$ cat src/rtl/outport_arb.sv
// outport_arb: round-robin switch arbiter for one output port of a 5-port
// NoC router. It locks the port to one input from head flit to tail flit.
// Ports:
//   clk, rst_                 clock, synchronous active-low reset
//   req_i, port_i             request and requested output port of input i
//   ivalid_i, tail_i          flit transfer and tail marker of input i
//   dn_rdy                    downstream buffer of this port has space
//   grt_i                     grant to input i
//   sel                       crossbar select (owning input)
//   busy                      port is locked to an owner
//   pkt_cnt                   packets completed through this port
module outport_arb #(
    parameter int PORTID = 0
) (
    input  logic        clk,
    input  logic        rst_,
    input  logic        req_0,
    input  logic        req_1,
    input  logic        req_2,
    input  logic        req_3,
    input  logic        req_4,
    input  logic [2:0]  port_0,
    input  logic [2:0]  port_1,
    input  logic [2:0]  port_2,
    input  logic [2:0]  port_3,
    input  logic [2:0]  port_4,
    input  logic        ivalid_0,
    input  logic        ivalid_1,
    input  logic        ivalid_2,
    input  logic        ivalid_3,
    input  logic        ivalid_4,
    input  logic        tail_0,
    input  logic        tail_1,
    input  logic        tail_2,
    input  logic        tail_3,
    input  logic        tail_4,
    input  logic        dn_rdy,
    output logic        grt_0,
    output logic        grt_1,
    output logic        grt_2,
    output logic        grt_3,
    output logic        grt_4,
    output logic [2:0]  sel,
    output logic        busy,
    output logic [15:0] pkt_cnt
);

    typedef enum logic {
        IDLE   = 1'b0,
        LOCKED = 1'b1
    } state_t;

    localparam logic [2:0] W_PID = 3'(PORTID);

    state_t      r_state;
    state_t      w_state_nxt;
    logic [2:0]  r_ptr;
    logic [2:0]  w_ptr_nxt;
    logic [2:0]  r_owner;
    logic [2:0]  w_owner_nxt;
    logic [15:0] r_pkt_cnt;
    logic [15:0] w_cnt_nxt;

    logic [4:0]  w_req;
    logic [4:0]  w_elig;
    logic [4:0]  w_ivalid;
    logic [4:0]  w_tail;
    logic [4:0]  w_grt;
    logic        w_found;
    logic [2:0]  w_pick;
    logic        w_own_grt;
    logic        w_release;
    logic        w_abort;
    logic [2:0]  w_ptr_adv;

    assign w_req    = {req_4, req_3, req_2, req_1, req_0};
    assign w_ivalid = {ivalid_4, ivalid_3, ivalid_2, ivalid_1, ivalid_0};
    assign w_tail   = {tail_4, tail_3, tail_2, tail_1, tail_0};

    assign w_elig[0] = req_0 && (port_0 == W_PID);
    assign w_elig[1] = req_1 && (port_1 == W_PID);
    assign w_elig[2] = req_2 && (port_2 == W_PID);
    assign w_elig[3] = req_3 && (port_3 == W_PID);
    assign w_elig[4] = req_4 && (port_4 == W_PID);

    // First eligible input searching ptr, ptr+1, ... modulo 5.
    always_comb begin
        logic [3:0] idx;
        w_found = 1'b0;
        w_pick  = 3'd0;
        for (int k = 0; k < 5; k++) begin
            idx = {1'b0, r_ptr} + 4'(k);
            if (idx >= 4'd5) idx = idx - 4'd5;
            if (!w_found && w_elig[idx[2:0]]) begin
                w_found = 1'b1;
                w_pick  = idx[2:0];
            end
        end
    end

    assign w_own_grt = (r_state == LOCKED) && dn_rdy;
    assign w_release = w_own_grt && w_ivalid[r_owner] && w_tail[r_owner];
    // Owner withdrew or retargeted its request: drop the lock uncounted.
    assign w_abort   = !w_elig[r_owner];
    assign w_ptr_adv = (r_owner == 3'd4) ? 3'd0 : r_owner + 3'd1;

    always_comb begin
        w_state_nxt = r_state;
        w_ptr_nxt   = r_ptr;
        w_owner_nxt = r_owner;
        w_cnt_nxt   = r_pkt_cnt;
        unique case (r_state)
            IDLE: begin
                if (dn_rdy && w_found) begin
                    w_owner_nxt = w_pick;
                    w_state_nxt = LOCKED;
                end
            end
            LOCKED: begin
                if (w_release) begin
                    w_state_nxt = IDLE;
                    w_ptr_nxt   = w_ptr_adv;
                    w_cnt_nxt   = r_pkt_cnt + 16'd1;
                end else if (w_abort) begin
                    w_state_nxt = IDLE;
                    w_ptr_nxt   = w_ptr_adv;
                end
            end
            default: w_state_nxt = IDLE;
        endcase
    end

    always_ff @(posedge clk) begin
        if (!rst_) begin
            r_state   <= IDLE;
            r_ptr     <= 3'd0;
            r_owner   <= 3'd0;
            r_pkt_cnt <= 16'd0;
        end else begin
            r_state   <= w_state_nxt;
            r_ptr     <= w_ptr_nxt;
            r_owner   <= w_owner_nxt;
            r_pkt_cnt <= w_cnt_nxt;
        end
    end

    always_comb begin
        w_grt = 5'd0;
        if (w_own_grt) w_grt[r_owner] = 1'b1;
    end

    assign grt_0   = w_grt[0];
    assign grt_1   = w_grt[1];
    assign grt_2   = w_grt[2];
    assign grt_3   = w_grt[3];
    assign grt_4   = w_grt[4];
    assign sel     = r_owner;
    assign busy    = (r_state == LOCKED);
    assign pkt_cnt = r_pkt_cnt;

endmodule
$ cat config.mk
export PLATFORM = sky130hd
export DESIGN_NAME = outport_arb
export DESIGN_NICKNAME = d
export VERILOG_FILES = /design/src/rtl/outport_arb.sv
export SDC_FILE = /design/constraint.sdc
export NUM_CORES = 1
export LEC_CHECK = 0
export ABC_AREA = 1
export CAP_MARGIN = 20
export CORE_MARGIN = 5
export CORE_UTILIZATION = 55
export DETAILED_ROUTE_END_ITERATION = 16
export PLACE_DENSITY = 0.87
export SLEW_MARGIN = 15
export SYNTH_ARGS = -nofsm -noshare
export SYNTH_HDL_FRONTEND = slang
export SYNTH_SLANG_ARGS = --single-unit
$ cat constraint.sdc
create_clock -name clk -period 4.95 [get_ports clk]
set_input_delay 0.495 -clock clk [delete_from_list [all_inputs] [get_ports clk]]
set_output_delay 0.495 -clock clk [all_outputs]
set_load 0.1 [all_outputs]
## Yosys cells after proc, flatten, opt, wreduce, memory -nomap -nowiden

Index checks and enable logic that the tools add are counted.

- Register bits after elaboration: 23
- Input port bits: 33
- Logic and storage cells: 97

- Add/subtract/negate cells: 11
- Magnitude comparators: 12
- Equality and inequality tests: 2
- Mux-type cells: 41
- Bitwise logic cells: 1
- Reductions and logical operators: 26

Operator list:

| kind | number |
|---|---|
| 2-to-1 mux 3 bit | 13 |
| binary-select mux 1 bit (select 3 bit) | 8 |
| less-than comparator 3 x 4 -> 1 bit, second input constant | 6 |
| 2-to-1 mux 1 bit | 17 |
| adder 16 x 1 -> 16 bit, second input constant | 1 |
| >= comparator 4 x 3 -> 1 bit, second input constant | 4 |
| logical NOT 3 bit | 5 |
| subtractor 3 bit, second input constant | 5 |
| logical AND 1 bit | 14 |
| adder 3 x 2 -> 4 bit, second input constant | 2 |
| AND reduction 2 bit | 3 |
| 2-to-1 mux 5 bit | 1 |
| adder 3 x 1 -> 4 bit, second input constant | 1 |
| adder 3 x 3 -> 4 bit, second input constant | 1 |
| logical NOT 1 bit | 4 |
| adder 3 x 1 -> 3 bit, second input constant | 1 |
| demux 1 bit (select 3 bit) | 1 |
| equality test 3 bit, second input constant | 1 |
| >= comparator 3 x 1 -> 1 bit, second input constant | 1 |
| >= comparator 3 bit, second input constant | 1 |
| inequality test 2 bit, second input constant | 1 |
| case mux 1 bit (2 select lines) | 1 |
| inverter 1 bit | 1 |

## Depth between registers and ports, before layout

Gate-level depths: netlist (run 1).

- Word-level depth: 20
- Mapped depth: 19

## Worst setup path before layout (run 1)

No wires, ideal clock.

- Path type: flip-flop to output port
- Start: register r_state, in the netlist busy
- End: output grt_2
- Arrival: 4.198 ns
- Slack: 0.257 ns
- Cell stages (with the launch flop): 3
- Buffers on the path: 0
- Cells stage by stage: dfxtp_1 > nand2_1 > nor4_1

- Word-level cells in the longest chain between the ends: 2

RTL lines:

| item | RTL line | source |
|---|---|---|
| start: declaration | 55 | `state_t r_state;` |
| start signal: assignment | 140 | `r_state <= w_state_nxt;` |
| logical AND 1 bit | 101 | `assign w_own_grt = (r_state == LOCKED) && dn_rdy;` |
| 2-to-1 mux 5 bit | 149 | `if (w_own_grt) w_grt[r_owner] = 1'b1;` |
| end: declaration | 40 | `output logic grt_2,` |

Every way passes these cells.

## Worst setup path after layout (run 1)

- Start: register r_ptr[0]
- End: register r_owner[2], in the netlist sel[2]

- Word-level cells in the longest chain between the ends: 19
- Elaborated cells on any way between the ends: 49
- Those cells by class: add/sub (9); order compare (5); mux (25); reduce/logical (10)

RTL lines:

| item | RTL line | source |
|---|---|---|
| start: declaration | 57 | `logic [2:0] r_ptr;` |
| start signal: assignment | 141 | `r_ptr <= w_ptr_nxt;` |
| parallel branches: the longest is 19 deep, another holds adder 3 x 1 -> 4 bit | n/a |  |
| end signal: assignment | 142 | `r_owner <= w_owner_nxt;` |
| end: declaration | 59 | `logic [2:0] r_owner;` |

Parallel ways; which one is timed is not known. The select of a mux whose other input is x is not followed.
A chain may end at the register's enable or synchronous reset.

==> run metrics, run 1 <==
Final setup viols 0; Final Util 0.7138; Post-Syn Instances around 400; worst slew pin tran 977.6 ps; Synth Area in XOR/XNOR 0.03953; root buffer cell clkbuf_8; layout overhead on the synthesized area 26.64%; DR vias 2,772; CTS H-tree depth 1; Clk Latency, worst-skew pair between 200 and 300 ps; largest family of logic cells by synthesized area simple AND/OR/NAND/NOR gates; filler instances between 300 and 400; gpl congestion 1.008; final-stage net count 498; sequential-to-total area share from yosys stat 0.1889; I/O Pins 58; Clk pwr share 0.078; FF+latch count, synth 23; count of cell types in the netlist 44; DR vias/cell roughly 5.5; EDFF count, synth 0; top-area cell type share of the netlist area 0.1889; Setup CP Type flop to flop; detailed-route wire length 6756 um; setup bufs post-CTS 0; IR drop worst, VDD roughly 0.4 mV; P_sw about 0.00088 W; Total Routing Usage GR 0.2307; setup_tns 0 ps; Leak 1.310 nW; post_cts resized 0; Post-Synthesis Net Count 441; Worst Setup Start Kind flop; clock-pin transition on the worst setup and hold timing paths 80 ps; grt ovf 0; first-pass GRT wire length 11,300 um; Synth Area in Simple Gates 0.4872; proportion of layout cells with a drive suffix above 1 0.1239; cell taking the most area after synthesis dfxtp_1; 1st-iter DRT viols about 240; CTS tree yes; Post-Syn Area 0.002437 mm2; global routing's busiest layer met2; vias in the first global route between 2,000 and 2,500; DRC 0; Sink Count 23; part of the power in combinational logic 0.758; area of the core 0.004324 mm2; clk_skew 2.557 ps; Initial Utilization 0.5637; M1 GR Usage 0.3307; CP Capture Type flop; Synth Area in Adders 0.06468; final hold violations 0; initial antenna violation count 0; # diodes 0; die height 76.57 um; main area contributors after synthesis dfxtp_1 (19%), nand2_1 (16%), nand3_1 (9.4%); die footprint ~0.0059 mm2; FP Rows 24; routed len/inst 13.40 um; Hold Buf Count CTS 0; Antenna Nets Post-Route 0; Power Internal 0.0006410 W; Slew headroom 0.3462; Syn. warnings 0; post-synthesis mux area share 0; Setup WS post-layout ~1800 ps; DPL Wire Length around 5500 um; fin area 0.003087 mm2; die width between 70 and 80 um; M2 GR Usage 0.3502; Max Clock Freq between 0.3 and 0.4 GHz; Final Critical Period 3103 ps; switching share of power 0.5777; CP required 5120 ps; Main synth FF type dfxtp_1; fraction of registers with async set/reset 0; RSZ-0062 raised after global routing no; maxcap violations 0; Max FO, Critical Path 13; met3 usage 0.05083; I/O Buffers 57; Avg Inst Size Synth 6.155 um2; DP Area between 0.003 and 0.004 mm2; Worst Hold Class flop to flop; Synth Area in Compound Gates 0.1309; outcome completed; largest net degree at the start of global routing 14; cts bufs inserted 3; PD cells between 400 and 500 mW/mm2; 1st-pass router iterations 5; Critical Path AT 3270 ps; part of the power in registers 0.164; most common cell in the netlist nand2_1; setup slack at placement 1856 ps; Slew Viols, Final 0; CTS max path bufs 2; final period utilization 0.6268; most frequent cells after synthesis nand2_1 (105), nand3_1 (46), nor2_1 (40), inv_1 (34), dfxtp_1 (23)
## power groups by stage
stage / Combinational [W] / Clock (W) / Sequential [W]
2_1_floorplan: 0.000863 / 0 / 0.000295
3_3_place_gp: 0.00110 / 0 / 0.000252
3_5_place_dp: 0.00112 / 0 / 0.000252
4_1_cts: 0.00113 / 0.000122 / 0.000248
5_1_grt: 0.00127 / 0.000134 / 0.000252
6_report: 0.00115 / 0.000118 / 0.000249
## cell type report
| type | count | area [um2] | area share |
|---|---|---|---|
| multi-input cells | 320 | 1760 | 0.5703 |
| repair buffers | 57 | 570.5 | 0.1848 |
| flip-flops and latches | 23 | 460.4 | 0.1492 |
| inverters | 48 | 185.2 | 0.05999 |
| well taps | 52 | 65.06 | 0.02108 |
| clock buffers | 4 | 45.04 | 0.01459 |
## critical path: stages (launching register included)
cell	delay, ps
dfxtp_1	790
inv_2	250
ha_1	300
ha_1	430
nand2_1	120
nand2_2	120
xor2_2	200
nor2_1	60
nand3_1	80
nand3_2	110
nand3_2	130
nor2_2	40
nor2_2	150
o21ai_1	80
nor2_1	90
nor2_1	40
## sequential cells by signal, indices dropped and copies added, names as in the netlist
| signal | count |
|---|---|
| sel | 3 |
| pkt_cnt | 16 |
| r_ptr | 3 |
| busy | 1 |
## path summary, 6_finish.rpt
path,startpoint,end,slack [ps],depth (start not counted)
max,r_ptr[0],sel[2],1850,15
min,pkt_cnt[9],pkt_cnt[9],520,2
max reg2reg,r_ptr[0],sel[2],1850,15
min reg2reg,pkt_cnt[9],pkt_cnt[9],520,2
## per-layer routing
metal	vias to the layer above	routed length, um
met2	146	2884
li1	1417	-
met3	8	644
met4	0	89
met1	1201	3137
met5	-	0
## cell usage in the layout (no fill, tap or decap), types with 11 or more instances in the layout
| cell | instances |
|---|---|
| nand2_1 | 105 |
| o21ai_0 | 14 |
| inv_1 | 34 |
| a21oi_1 | 21 |
| dfxtp_1 | 23 |
| nor2_1 | 40 |
| clkdlybuf4s50_1 | 57 |
| nand3_1 | 46 |
| ha_1 | 11 |
## metrics by stage
step	instances	total power (W)	hold WS, ps
after floorplan	396	0.001158	568.9
after global placement	500	0.001351	478.4
after detailed placement	500	0.001376	503.3
after CTS	504	0.001500	517.2
after global routing	504	0.001651	551.4
final	504	0.001518	515.3
## logic make-up (layout without fill, tap and decap cells)
group	after synthesis	in the layout
AO/OA/AOI/OAI	55	55
XOR/XNOR	8	8
adder cells (fa/ha/maj)	12	12
buffers and inverters	53	109
flip-flops	23	23
AND/OR/NAND/NOR	245	245
(Power assumes the default switching activity.)
==> inputs of run 2 (changes only) <==
- CORE_UTILIZATION: 55 -> 46
- PLACE_DENSITY: 0.87 -> 0.78
- clock period: 4.95 -> 2.69 ns (I/O delays scaled with it)
==> run metrics, run 2 (same netlist as run 1, synthesis figures left out) <==
Sink Count 23 (unchanged); worst slew pin tran 499.0 ps (was 977.6 ps); CP bufs+invs 3 (was 1); maxcap violations 0 (unchanged); Slew Viols, Final 0 (unchanged); IR drop worst, VDD 0.3889 mV (was 0.3993 mV); CTS max path bufs 2 (unchanged); I/O Pins 58 (unchanged); CTS H-tree depth 1 (unchanged); CP required 2850 ps (was 5120 ps); Initial Utilization 0.4742 (was 0.5637); most frequent CP cell nor2_1 (unchanged); Max FO, Critical Path 6 (was 13); Antenna Nets Post-Route 0 (unchanged); outcome completed (unchanged); filler instances 503 (was 389); Leak 1.401 nW (was 1.310 nW); Hold Buf Count CTS 0 (unchanged); DR vias/cell 5.194 (was 5.500); Slew headroom 0.6669 (was 0.3462); I/O Buffers 57 (unchanged); clock-pin transition on the worst setup and hold timing paths 80 ps (about the same); crit path max-delay cell type dfxtp_1 (unchanged); die width 82.79 um (was 76.57 um); layout overhead on the synthesized area 29.21% (was 26.64%); 1st-pass router iterations 4 (was 5); DPL Wire Length 5608 um (was 5505 um); clk_skew 4.094 ps (was 2.557 ps); Total Routing Usage GR 0.2056 (was 0.2307); gpl congestion 0.9413 (was 1.008); largest net degree at the start of global routing 13 (was 14); Max Clock Freq 0.4018 GHz (was 0.3223 GHz); die height 82.79 um (was 76.57 um); worst path cell trace inv_2, buf_4, ha_1, ha_1, buf_4, nor2_1, nand2_1, nand2_1, nor2_1, nand3_1, nand3_2, nand3_2, nor2_2, nor2_2, o21ai_1, nor2_1, nor2_1 (was inv_2, ha_1, ha_1, nand2_1, nand2_2, xor2_2, nor2_1, nand3_1, nand3_2, nand3_2, nor2_2, nor2_2, o21ai_1, nor2_1, nor2_1); Final Critical Period 2489 ps (was 3103 ps); worst stage delay on the critical path 340 ps (was 790 ps); detailed-route wire length 6878 um (was 6756 um); final-stage net count 506 (was 498); final period utilization 0.9252 (was 0.6268); RSZ-0062 raised after global routing no (unchanged); # diodes 0 (unchanged); Critical Path AT 2650 ps (was 3270 ps); 1st-iter DRT viols 179 (was 235); cts bufs inserted 3 (unchanged); Clk Latency, worst-skew pair 260 ps (was 270 ps); CP Capture Type flop (unchanged); Setup CP Type flop to flop (unchanged); Worst Setup Start Kind flop (unchanged); HP Start pkt_cnt[15] (was pkt_cnt[9]); die footprint 0.006854 mm2 (was 0.005863 mm2); root buffer cell clkbuf_8 (unchanged); grt ovf 0 (unchanged); Final Util 0.6127 (was 0.7138); Worst Hold Class flop to flop (unchanged); most frequent cells in the layout nand2_1 (103), nand3_1 (46), nor2_1 (39) (was nand2_1 (105), clkdlybuf4s50_1 (57), nand3_1 (46)); proportion of layout cells with a drive suffix above 1 0.2130 (was 0.1239); DR vias 2,753 (was 2,772); r2r startpoint r_ptr[0] (unchanged); crit-path leading delay family simple AND/OR/NAND/NOR gates (unchanged); CTS tree yes (unchanged); setup bufs post-CTS 0 (unchanged); first-pass GRT wire length 11,280 um (was 11,300 um); area of the core 0.005140 mm2 (was 0.004324 mm2); DRC 0 (unchanged); vias in the first global route 2,546 (was 2,345); routed len/inst 12.98 um (was 13.40 um); Final setup viols 0 (unchanged); initial antenna violation count 0 (unchanged); Setup WS post-layout 201.3 ps (was 1847 ps); max reg flops 16 (unchanged); most common cell after layout, fill and taps aside nand2_1 (unchanged); Tot Pwr 0.002878 W (was 0.001518 W); PD cells 913.7 mW/mm2 (was 491.8 mW/mm2); setup slack at placement 65.37 ps (was 1856 ps); crit path launch r_ptr[0] (unchanged); final hold violations 0 (unchanged); setup_tns 0 ps (unchanged); FP Rows 26 (was 24)
-- run 2: changes by cell type in the layout (fill, tap and decap cells not counted), sizes merged --
cell,previous run,this run
clkdlybuf4s50,57,32
buf,0,33
-- run 2: final timing paths --
check	end	slack, ps	cells past startpoint
min reg2reg	pkt_cnt[15]	500	2
max	sel[2]	200	17
max reg2reg	sel[2]	200	17
min	pkt_cnt[15]	500	2
-- run 2: stage by stage --
step / std cells / hold slack, ps / instance area, um2
2_1_floorplan: 396 / 407.4 / 2460
3_3_place_gp: 526 / 482.7 / 3084
3_5_place_dp: 526 / 490.9 / 3084
4_1_cts: 530 / 501.2 / 3129
5_1_grt: 530 / 515.0 / 3149
6_report: 530 / 501.9 / 3149
-- run 2: cell type report --
cell class / count / area (um2) / share of cell area
Inverter: 48 / 185.2 / 0.05880
Multi-Input combinational cell: 320 / 1799 / 0.5713
Sequential cell: 23 / 464.2 / 0.1474
Timing Repair Buffer: 65 / 568.0 / 0.1804
Clock buffer: 4 / 45.04 / 0.01430
Tap cell: 70 / 87.58 / 0.02781
-- run 2: tightest hold or removal path: stages, from the launching register on --
cell	delay [ps]
dfxtp_1	340
nand2_1	70
a21oi_1	50
-- run 2: report_power, final --
part	internal, W	total, W	switching (W)
Combinational	0.000757	0.00224	0.00148
Clock	0.000106	0.000213	0.000107
Sequential	0.000376	0.000428	0.0000520
Total	0.00124	0.00288	0.00164
-- run 2: metal layers --
layer / up-vias / wire length (um) / track usage
li1: 1438 / - / -
met2: 81 / 3168 / 0.3558
met1: 1232 / 3146 / 0.2828
met4: 0 / 17 / 0.009804
met3: 2 / 546 / 0.03240
met5: - / 0 / 0
-- run 2: repair_timing --
item                                   CTS  global route
endpoints found under the hold margin    0             0
gates resized for setup                  0             7
setup endpoints to repair                0             4
==> variant (config.mk and constraints of run 2) <==
Register the output `pkt_cnt` once more, cleared by the reset; this adds one clock of latency there. The other outputs are not delayed to match.
--- a/src/rtl/outport_arb.sv
+++ b/src/rtl/outport_arb.sv
@@ -158,3 +158,9 @@
     assign busy    = (r_state == LOCKED);
-    assign pkt_cnt = r_pkt_cnt;
+    always_ff @(posedge clk) begin
+        if (!rst_) begin
+            pkt_cnt <= '0;
+        end else begin
+            pkt_cnt <= r_pkt_cnt;
+        end
+    end
 
Function: changed (Yosys sat finds a counterexample within 4 cycles, from zero or initial values and one cycle with rst_ low).
==> variant against run 2 <==
Non-clock buffer count shrank 3; sequential share of layout area grew 8.4 points; worst setup slack better by 0.024 ns; clock skew is 0.0046 ns higher; sequential cell count rose by 16; synthesized area grew 9.2%; power down 0.81%; design area grew 7.7%; wire length is 0.87% higher; critical path type unchanged.
==> variant: results (changes against run 2) <==
[status]
outcome=complete, no violations

[cts]
htreeDepth=2  ; +1
cts_buffers=5  ; +2
post_cts_buffers=0  ; unchanged
insertion_delay_ns=0.30  ; +0.04 ns

[pwr]
vdd_drop_max_mv=0.456  ; +17%
p_leak_nw=1.55  ; +11%

[route]
first_pass_iters=5  ; +1
drt_wl_total_um=6940  ; +0.87%
drt_iter0_markers=148  ; -17%

[hold_path]
hp-start=r_pkt_cnt[15]
holdPathEnd=pkt_cnt[15]

[placement]
hpwl_um=5440  ; -3.0%
pre_cts_slack_ns=0.132  ; +0.0663 ns
place.gp.congestion=0.903  ; -4.0%
io_buffers=57  ; unchanged

[timing]
worst_pin_slew_ns=0.485  ; -0.0139 ns
timing.hold.ws_ns=0.449  ; -0.0533 ns
skew_ns=0.00871  ; +0.00462 ns

[yosys]
synth.distinct_cells=38  ; -14%
synth_compound_area_frac=0.110  ; -0.0209
yosysSeqAreaShare=0.293  ; +0.104
syn_inst=409  ; +3.3%
syn_nets=454  ; +2.9%
yosys-top-cells-area=dfxtp_1 29%, nand2_1 14%, nand3_1 8.3%
synth_xor_area_frac=0.0132  ; -0.0264

[setup_path]
rrSetupSlack_ns=0.23  ; +0.02 ns
worst-path-max-fanout=13  ; +7
crit_arrival_ns=2.63  ; -0.02 ns
cpMaxStageDelayCell=dfxtp_2
cpPeakStageDelay_ns=0.36  ; +0.02 ns
ff2ff_path_depth=15  ; -2
rr_endpoint=sel[1]

[cells_and_area]
drive_gt1_frac=0.159  ; -0.0541

[grt]
grt_pass1_wl_um=11600  ; +2.4%
grt_pass1_vias=2645  ; +3.9%
grtUsageTotal=0.190  ; -0.0160

[variant: changes by cell type in the layout (fill, tap and decap cells not counted), sizes merged, moves of 5 or more]
| cell | run 2 | this run |
|---|---|---|
| dfxtp | 23 | 39 |
| nand2 | 117 | 100 |
| nand4 | 11 | 16 |
| nand3 | 55 | 50 |
| inv | 46 | 67 |
| nor2 | 47 | 35 |
[variant: tightest hold or removal path, stage by stage, from the launching register on]
cell     delay, ns
dfxtp_1       0.33
nand2_1       0.06
inv_1         0.03
[variant: metrics by stage]
| stage | total power [mW] | utilization |
|---|---|---|
| 4_1_cts | 2.80 | 0.604 |
| 5_1_grt | 3.10 | 0.609 |
| 3_3_place_gp | 2.37 | 0.587 |
| 2_1_floorplan | 2.01 | - |
| 6_report | 2.85 | 0.609 |
| 3_5_place_dp | 2.38 | 0.587 |
[variant: power breakdown]
| part | switching, mW | internal, mW |
|---|---|---|
| clock | 0.219 | 0.185 |
| combinational | 1.20 | 0.593 |
| sequential | 0.0443 | 0.613 |
[variant: cells by family after synthesis]
| group | after synthesis |
|---|---|
| AOI/OAI and AO/OA | 54 |
| xor gates and xnor gates | 4 |
| DFF | 39 |
| buffers and inverters | 74 |
| adders and majority gates | 12 |
| and+or+nand+nor | 226 |
[variant: worst max-delay path by stage]
stage / start / to / slack, ns
final: r_ptr[0] / sel[1] / 0.23
after detailed placement: r_ptr[1] / sel[1] / 0.13
after floorplan: busy / grt_2 / -0.58
after CTS: r_ptr[1] / sel[1] / 0.09
after global routing: r_ptr[0] / sel[2] / 0.01
after global placement: r_ptr[1] / sel[0] / 0.13
[variant: final cells by class]
cell class                      instances  area, um^2
Timing Repair Buffer                   62         546
Multi-Input combinational cell        296        1620
Sequential cell                        39         785
Clock buffer                            5        68.8
Fill cell                             542        2180
Tap cell                               72        90.1
Clock inverter                          3        23.8
Inverter                               67         259
[variant: metal layers]
layer | wire length, um | track usage
met5 | 0 | 0
met4 | 125 | 0.0633
met3 | 458 | 0.0423
met2 | 3430 | 0.331
met1 | 2930 | 0.228
